[src/rtl/cache_controller_if.sv]
// CPU, cache-array and memory signal bundle for the cache sequencer.
// Pure wiring; adds no latency.
// Flow control lives in the protocol: cpu_ready pulse, mem_req/mem_ack hold.
interface cache_controller_if #(
    parameter int CASHENTRIES = 256,
    parameter int WAYS        = 4,
    parameter int DATALENGTH  = 32,
    parameter int TAGLENGTH   = 8,
    parameter int CNTLENGTH   = 16
);
    localparam int INDEXLENGTH = $clog2(CASHENTRIES / WAYS);
    localparam int ADDRLENGTH  = TAGLENGTH + INDEXLENGTH;

    // CPU side
    logic                   cpu_req;
    logic                   cpu_we;
    logic [ADDRLENGTH-1:0]  cpu_addr;
    logic [DATALENGTH-1:0]  cpu_wdata;
    logic [DATALENGTH-1:0]  cpu_rdata;
    logic                   cpu_ready;
    logic                   cfg_enable;
    logic                   stats_clr;
    logic [CNTLENGTH-1:0]   hit_count;
    logic [CNTLENGTH-1:0]   miss_count;

    // Cache array side
    logic [TAGLENGTH-1:0]   c_tag;
    logic [INDEXLENGTH-1:0] c_index;
    logic [DATALENGTH-1:0]  c_datain;
    logic                   c_re;
    logic                   c_we;
    logic                   c_loade;
    logic                   c_enable;
    logic                   c_hit;
    logic [DATALENGTH-1:0]  c_dataout;

    // Memory side
    logic                   mem_req;
    logic                   mem_we;
    logic [ADDRLENGTH-1:0]  mem_addr;
    logic [DATALENGTH-1:0]  mem_wdata;
    logic                   mem_ack;
    logic [DATALENGTH-1:0]  mem_rdata;

    // Controller view
    modport slave (
        input  cpu_req, cpu_we, cpu_addr, cpu_wdata, cfg_enable, stats_clr,
        output cpu_rdata, cpu_ready, hit_count, miss_count,
        output c_tag, c_index, c_datain, c_re, c_we, c_loade, c_enable,
        input  c_hit, c_dataout,
        output mem_req, mem_we, mem_addr, mem_wdata,
        input  mem_ack, mem_rdata
    );

    // Environment view (CPU, cache array and memory together)
    modport master (
        output cpu_req, cpu_we, cpu_addr, cpu_wdata, cfg_enable, stats_clr,
        input  cpu_rdata, cpu_ready, hit_count, miss_count,
        input  c_tag, c_index, c_datain, c_re, c_we, c_loade, c_enable,
        output c_hit, c_dataout,
        input  mem_req, mem_we, mem_addr, mem_wdata,
        output mem_ack, mem_rdata
    );
endinterface

[src/rtl/cache_controller.sv]
// Sequencer between CPU, set-associative cache array and word memory (write-through, no-write-allocate, bypass mode).
// Latency: read hit 3, read miss 4+memory waits, write 3+waits, bypass 2+waits cycles to cpu_ready.
// One request at a time: cpu_req is only looked at in IDLE; memory stalls hold mem_req until mem_ack.
module cache_controller #(
    parameter int CASHENTRIES = 256,
    parameter int WAYS        = 4,
    parameter int DATALENGTH  = 32,
    parameter int TAGLENGTH   = 8,
    parameter int CNTLENGTH   = 16
) (
    input  logic               clk,
    input  logic               reset,
    cache_controller_if.slave  bus
);
    localparam int INDEXLENGTH = $clog2(CASHENTRIES / WAYS);
    localparam int ADDRLENGTH  = TAGLENGTH + INDEXLENGTH;

    typedef enum logic [2:0] {
        IDLE, LOOKUP, RD_HIT, MEM_RD, FILL, MEM_WR, RESPOND
    } state_t;

    state_t                 state;
    state_t                 state_nxt;
    logic                   we_q;
    logic                   mode_q;
    logic [ADDRLENGTH-1:0]  addr_q;
    logic [DATALENGTH-1:0]  wdata_q;
    logic [DATALENGTH-1:0]  rdata_q;
    logic [CNTLENGTH-1:0]   hit_cnt;
    logic [CNTLENGTH-1:0]   miss_cnt;

    logic                   c_re;
    logic                   c_we;
    logic                   c_loade;
    logic                   c_enable;
    logic [DATALENGTH-1:0]  c_datain;
    logic                   mem_req;
    logic                   mem_we;
    logic                   cpu_ready;

    // State register
    always_ff @(posedge clk) begin
        if (reset) state <= IDLE;
        else       state <= state_nxt;
    end

    // Next state and per-state strobes; the cache is only touched in cached-mode states
    always_comb begin
        state_nxt = state;
        c_re      = 1'b0;
        c_we      = 1'b0;
        c_loade   = 1'b0;
        c_enable  = 1'b0;
        c_datain  = '0;
        mem_req   = 1'b0;
        mem_we    = 1'b0;
        cpu_ready = 1'b0;
        unique case (state)
            IDLE: begin
                if (bus.cpu_req) begin
                    if (bus.cfg_enable) state_nxt = LOOKUP;
                    else if (bus.cpu_we) state_nxt = MEM_WR;
                    else                 state_nxt = MEM_RD;
                end
            end
            LOOKUP: begin
                c_enable = 1'b1;
                c_re     = ~we_q;
                c_we     = we_q;
                c_datain = wdata_q;
                if (we_q)           state_nxt = MEM_WR;
                else if (bus.c_hit) state_nxt = RD_HIT;
                else                state_nxt = MEM_RD;
            end
            RD_HIT: state_nxt = RESPOND;
            MEM_RD: begin
                mem_req = 1'b1;
                if (bus.mem_ack) state_nxt = mode_q ? FILL : RESPOND;
            end
            FILL: begin
                c_enable  = 1'b1;
                c_loade   = 1'b1;
                c_datain  = rdata_q;
                state_nxt = RESPOND;
            end
            MEM_WR: begin
                mem_req = 1'b1;
                mem_we  = 1'b1;
                if (bus.mem_ack) state_nxt = RESPOND;
            end
            RESPOND: begin
                cpu_ready = 1'b1;
                state_nxt = IDLE;
            end
            default: state_nxt = IDLE;
        endcase
    end

    // Request capture at acceptance; held stable for the whole transaction
    always_ff @(posedge clk) begin
        if (reset) begin
            we_q    <= 1'b0;
            mode_q  <= 1'b0;
            addr_q  <= '0;
            wdata_q <= '0;
        end else if (state == IDLE && bus.cpu_req) begin
            we_q    <= bus.cpu_we;
            mode_q  <= bus.cfg_enable;
            addr_q  <= bus.cpu_addr;
            wdata_q <= bus.cpu_wdata;
        end
    end

    // Read data register doubles as the fill buffer; writes never touch it
    always_ff @(posedge clk) begin
        if (reset)                            rdata_q <= '0;
        else if (state == RD_HIT)             rdata_q <= bus.c_dataout;
        else if (state == MEM_RD && bus.mem_ack) rdata_q <= bus.mem_rdata;
    end

    // Saturating hit/miss counters, only cached lookups count, clear wins
    always_ff @(posedge clk) begin
        if (reset || bus.stats_clr) begin
            hit_cnt  <= '0;
            miss_cnt <= '0;
        end else if (state == LOOKUP) begin
            if (bus.c_hit) begin
                if (hit_cnt != '1) hit_cnt <= hit_cnt + CNTLENGTH'(1);
            end else begin
                if (miss_cnt != '1) miss_cnt <= miss_cnt + CNTLENGTH'(1);
            end
        end
    end

    assign bus.c_tag      = addr_q[ADDRLENGTH-1 -: TAGLENGTH];
    assign bus.c_index    = addr_q[INDEXLENGTH-1:0];
    assign bus.c_datain   = c_datain;
    assign bus.c_re       = c_re;
    assign bus.c_we       = c_we;
    assign bus.c_loade    = c_loade;
    assign bus.c_enable   = c_enable;
    assign bus.mem_req    = mem_req;
    assign bus.mem_we     = mem_we;
    assign bus.mem_addr   = addr_q;
    assign bus.mem_wdata  = wdata_q;
    assign bus.cpu_ready  = cpu_ready;
    assign bus.cpu_rdata  = rdata_q;
    assign bus.hit_count  = hit_cnt;
    assign bus.miss_count = miss_cnt;
endmodule

[src/flat_wrapper.sv]
// flat-port wrapper written by rule: the top's interface ports become plain ports
module cache_controller_flat 
#(
    parameter int CASHENTRIES = 256,
    parameter int WAYS        = 4,
    parameter int DATALENGTH  = 32,
    parameter int TAGLENGTH   = 8,
    parameter int CNTLENGTH   = 16
)
  (clk, reset, bus_cpu_req, bus_cpu_we, bus_cpu_addr, bus_cpu_wdata, bus_cfg_enable, bus_stats_clr, bus_cpu_rdata, bus_cpu_ready, bus_hit_count, bus_miss_count, bus_c_tag, bus_c_index, bus_c_datain, bus_c_re, bus_c_we, bus_c_loade, bus_c_enable, bus_c_hit, bus_c_dataout, bus_mem_req, bus_mem_we, bus_mem_addr, bus_mem_wdata, bus_mem_ack, bus_mem_rdata);
  cache_controller_if #(.CASHENTRIES(CASHENTRIES), .WAYS(WAYS), .DATALENGTH(DATALENGTH), .TAGLENGTH(TAGLENGTH), .CNTLENGTH(CNTLENGTH)) bus_i ();
  input  logic clk;
  input  logic reset;
  input wire logic [$bits(bus_i.cpu_req)-1:0] bus_cpu_req;
  input wire logic [$bits(bus_i.cpu_we)-1:0] bus_cpu_we;
  input wire logic [$bits(bus_i.cpu_addr)-1:0] bus_cpu_addr;
  input wire logic [$bits(bus_i.cpu_wdata)-1:0] bus_cpu_wdata;
  input wire logic [$bits(bus_i.cfg_enable)-1:0] bus_cfg_enable;
  input wire logic [$bits(bus_i.stats_clr)-1:0] bus_stats_clr;
  output wire logic [$bits(bus_i.cpu_rdata)-1:0] bus_cpu_rdata;
  output wire logic [$bits(bus_i.cpu_ready)-1:0] bus_cpu_ready;
  output wire logic [$bits(bus_i.hit_count)-1:0] bus_hit_count;
  output wire logic [$bits(bus_i.miss_count)-1:0] bus_miss_count;
  output wire logic [$bits(bus_i.c_tag)-1:0] bus_c_tag;
  output wire logic [$bits(bus_i.c_index)-1:0] bus_c_index;
  output wire logic [$bits(bus_i.c_datain)-1:0] bus_c_datain;
  output wire logic [$bits(bus_i.c_re)-1:0] bus_c_re;
  output wire logic [$bits(bus_i.c_we)-1:0] bus_c_we;
  output wire logic [$bits(bus_i.c_loade)-1:0] bus_c_loade;
  output wire logic [$bits(bus_i.c_enable)-1:0] bus_c_enable;
  input wire logic [$bits(bus_i.c_hit)-1:0] bus_c_hit;
  input wire logic [$bits(bus_i.c_dataout)-1:0] bus_c_dataout;
  output wire logic [$bits(bus_i.mem_req)-1:0] bus_mem_req;
  output wire logic [$bits(bus_i.mem_we)-1:0] bus_mem_we;
  output wire logic [$bits(bus_i.mem_addr)-1:0] bus_mem_addr;
  output wire logic [$bits(bus_i.mem_wdata)-1:0] bus_mem_wdata;
  input wire logic [$bits(bus_i.mem_ack)-1:0] bus_mem_ack;
  input wire logic [$bits(bus_i.mem_rdata)-1:0] bus_mem_rdata;
  assign bus_i.cpu_req = bus_cpu_req;
  assign bus_i.cpu_we = bus_cpu_we;
  assign bus_i.cpu_addr = bus_cpu_addr;
  assign bus_i.cpu_wdata = bus_cpu_wdata;
  assign bus_i.cfg_enable = bus_cfg_enable;
  assign bus_i.stats_clr = bus_stats_clr;
  assign bus_cpu_rdata = bus_i.cpu_rdata;
  assign bus_cpu_ready = bus_i.cpu_ready;
  assign bus_hit_count = bus_i.hit_count;
  assign bus_miss_count = bus_i.miss_count;
  assign bus_c_tag = bus_i.c_tag;
  assign bus_c_index = bus_i.c_index;
  assign bus_c_datain = bus_i.c_datain;
  assign bus_c_re = bus_i.c_re;
  assign bus_c_we = bus_i.c_we;
  assign bus_c_loade = bus_i.c_loade;
  assign bus_c_enable = bus_i.c_enable;
  assign bus_i.c_hit = bus_c_hit;
  assign bus_i.c_dataout = bus_c_dataout;
  assign bus_mem_req = bus_i.mem_req;
  assign bus_mem_we = bus_i.mem_we;
  assign bus_mem_addr = bus_i.mem_addr;
  assign bus_mem_wdata = bus_i.mem_wdata;
  assign bus_i.mem_ack = bus_mem_ack;
  assign bus_i.mem_rdata = bus_mem_rdata;
  cache_controller #(.CASHENTRIES(CASHENTRIES), .WAYS(WAYS), .DATALENGTH(DATALENGTH), .TAGLENGTH(TAGLENGTH), .CNTLENGTH(CNTLENGTH)) u_core (.clk(clk), .reset(reset), .bus(bus_i));
endmodule
[config.mk]
export PLATFORM = sky130hd
export DESIGN_NAME = cache_controller_flat
export DESIGN_NICKNAME = d
export VERILOG_FILES = /design/src/rtl/cache_controller_if.sv /design/src/rtl/cache_controller.sv /design/src/flat_wrapper.sv
export SDC_FILE = /design/constraint.sdc
export NUM_CORES = 1
export LEC_CHECK = 0
export BUFFER_PORTS_ARGS = -buffer_cell sky130_fd_sc_hd__buf_2
export CORE_MARGIN = 10
export CORE_UTILIZATION = 25
export DETAILED_ROUTE_END_ITERATION = 8
export PLACE_DENSITY = 0.51
export SLEW_MARGIN = 40
export SYNTH_ARGS = -nofsm -noshare
export SYNTH_HDL_FRONTEND = slang
export SYNTH_SLANG_ARGS = --single-unit
[constraint.sdc]
create_clock -name clk -period 1.55 [get_ports clk]
set_clock_uncertainty 0.05 [all_clocks]
set_input_delay 0.0775 -clock clk [delete_from_list [all_inputs] [get_ports clk]]
set_output_delay 0.0775 -clock clk [all_outputs]
set_load 0.02 [all_outputs]
==> impl_metrics.toml <==
[outcome]
status = "finished, violations left"
violations = "setup timing"

[global_routing]
grt_pass1_vias = 6849
grt.busiest_layer = "met2"
grt_start_max_net_pins = 84
grt_overflow = 0
met3_usage = 0.0714
grtUsageMet1 = 0.211
grt_pass1_wl_um = 39300
grt_use_total = 0.185
antenna_found_initial = 0
met2_usage = 0.309

[power_and_ir_drop]
power.density_nw_per_um2 = 1560
vdd_drop_max_mv = 0.915
p_leak_nw = 5.13
power.total_mw = 18.2

[logic_synthesis]
synth_cell_types = 54
synthArstFlopShare = 0
syn_nets = 746
syn_avg_cell_area_um2 = 8.45
synth_edf_count = 0
synth_area_um2 = 5290
syn_inst = 626
ys_ff_latch = 115
yosys_warnings = 0
synth_flop_cell = "dfxtp_1"
ys_seq_area_frac = 0.435

[clocking]
cts_tree = "built"
clock_sinks = 115
clkLatencyLatePin_ps = 410
cts_root_buffer = "clkbuf_16"
clk_pin_slew_worst_paths_ps = 60
ctsHtreeMaxLevel = 4
cts.path.max_buffers = 2
cts_buffers = 17

[sta]
setup_viol = 146
timing.final.ws_setup_ps = -295
worst_pin_slew_ps = 576
slew_violations = 0
fmax_mhz = 542
period_needed_ps = 1840
rsz0062_at_grt = "yes"
fin_crit_sh = 1.19
final_hold_viol_count = 0
fin_setup_tns_ps = -26010
slew_headroom = 0.616

[drt]
drt-pass1-iter-count = 4
viasPerCell = 4.86
vias = 6674
wl_um = 28300
drtIter0Drc = 435
final_antenna_net_count = 0
wire_per_inst_um = 20.6
post-route-drc-count = 0

[layout]
fin_util = 0.559
fin_nets = 1206
antenna_cells = 0
final_cell_mix = "buf_2 (241), dlygate4sd3_1 (95), dfxtp_1 (88), buf_6 (59), buf_4 (58)"
layout-drive-gt1-share = 0.639
fillers = 1841
syn_to_final_growth_pct = 121
layout_commonest_cell = "buf_2"

[setup_path]
critical_path_class = "reg2out"
crit_required_ps = 1420
crit_path_end_kind = "primary output"
worstPathMaxFanout = 8
worstPathCellList = "buf_6 -> nor3b_4 -> buf_12 -> buf_12 -> a22o_1 -> buf_6"
cp.arrival_ps = 1720
cp_slowest_cell = "dfxtp_4"
cp-start-kind = "flip-flop"
crit_family = "buffers and inverters"
max_stage_delay_ps = 340
path_buf_inv = 4

[floorplan]
die_h_um = 165
die_x_um = 165
design.core.area_um2 = 20900
io_pins = 281
rows = 53
dieArea_um2 = 27400
start_util = 0.253

[placed_design]
placement.io_buffers = 280
dp_hpwl_um = 16200
gp_congestion = 0.788

[run]
drv_cap = 0

[min_path]
hp-class = "in2reg"
-- cell type report --
type | count | area, um^2 | share of cell area
Timing Repair Buffer | 499 | 4280 | 0.366
Multi-Input combinational cell | 450 | 4100 | 0.351
Sequential cell | 115 | 2370 | 0.202
Clock buffer | 21 | 482 | 0.0412
Tap cell | 275 | 344 | 0.0294
Clock inverter | 11 | 100 | 0.00857
Inverter | 3 | 11.3 | 0.000964
-- synthesized netlist by cell type (2+ instances only) --
master / number / share of area
dfxtp_1: 115 / 0.44
nand2_1: 109 / 0.077
nor2_1: 65 / 0.046
a21oi_1: 61 / 0.058
a211oi_1: 36 / 0.051
a22o_1: 32 / 0.053
mux2i_1: 32 / 0.061
clkbuf_1: 28 / 0.020
buf_4: 18 / 0.026
nand3_1: 14 / 0.013
xnor2_1: 13 / 0.022
nor3_1: 9 / 0.0085
buf_2: 8 / 0.0076
nand4_1: 7 / 0.0083
xor2_1: 7 / 0.012
buf_1: 5 / 0.0035
o21ai_0: 5 / 0.0047
and2_1: 4 / 0.0047
and3_1: 4 / 0.0047
nor4_1: 4 / 0.0047
a31oi_1: 3 / 0.0035
inv_1: 3 / 0.0021
nand2b_1: 3 / 0.0035
or3_1: 3 / 0.0035
a21boi_1: 2 / 0.0028
a31o_1: 2 / 0.0033
and3b_1: 2 / 0.0033
and4_1: 2 / 0.0033
ha_1: 2 / 0.0047
nor2b_1: 2 / 0.0024
o211ai_1: 2 / 0.0028
or2_1: 2 / 0.0024
-- layer usage --
| layer | routed length (um) | share of wire |
|---|---|---|
| met4 | 644 | 0.023 |
| met5 | 0 | 0 |
| met2 | 14200 | 0.50 |
| met3 | 2540 | 0.090 |
| met1 | 10900 | 0.39 |
-- tightest hold or removal path, stage by stage --
cell and delay [ps]:
buf_2 90, mux2i_2 70, a211oi_2 190
-- power by group --
part	total, mW	internal, mW	leakage (nW)	switching, mW
logic	10.2	5.01	3.90	5.22
registers	4.17	3.55	0.955	0.619
clock network	3.85	2.39	0.281	1.46
-- stage by stage --
stage,instance area (um^2),worst slack [ps],cells,hold slack (ps)
2_1_floorplan,5510,-37.4,626,163
3_3_place_gp,7620,-171,1188,269
3_5_place_dp,7620,-184,1188,275
4_1_cts,10400,-340,1352,0.0328
5_1_grt,11700,-363,1374,1.54
6_report,11700,-295,1374,9.78
-- worst paths after layout --
kind                                             endpoint             start  slack (ps)  cells after the start
worst min-delay path              u_core.bus.cpu_rdata[9]  bus_c_dataout[9]          10                      3
worst max-delay path                      bus_c_datain[1]   u_core.state[1]        -290                      6
worst min register to register              u_core.mode_q     u_core.mode_q         420                      2
worst max register to register  u_core.bus.miss_count[12]   u_core.state[1]        -260                      8
-- state kept, by name, summed over array words and instances, names as in the netlist --
| register | cells |
|---|---|
| u_core.bus.cpu_rdata | 32 |
| u_core.bus.hit_count | 16 |
| u_core.bus.mem_addr | 14 |
| u_core.bus.mem_wdata | 32 |
| u_core.bus.miss_count | 16 |
| u_core.mode_q | 1 |
| u_core.state | 3 |
| u_core.we_q | 1 |
-- timing repair --
action / CTS / global route
hold buffers: 90 / 5
cloned: 15 / 12
setup buffers: 27 / 14
hold endpoints to repair: 75 / 4
pin swaps: 54 / 126
setup endpoints to repair: 139 / 152
gates resized for setup: 171 / 261
-- cells by family after synthesis --
kind of cell | after synthesis | share of synthesized area
and+or+nand+nor | 243 | 0.213
DFF | 115 | 0.435
adders and majority gates | 2 | 0.00473
AOI/OAI and AO/OA | 152 | 0.195
xor gates and xnor gates | 20 | 0.0331
buffers and inverters | 62 | 0.0587
muxes | 32 | 0.0606
Note: power is estimated with default switching activity, not from simulation.
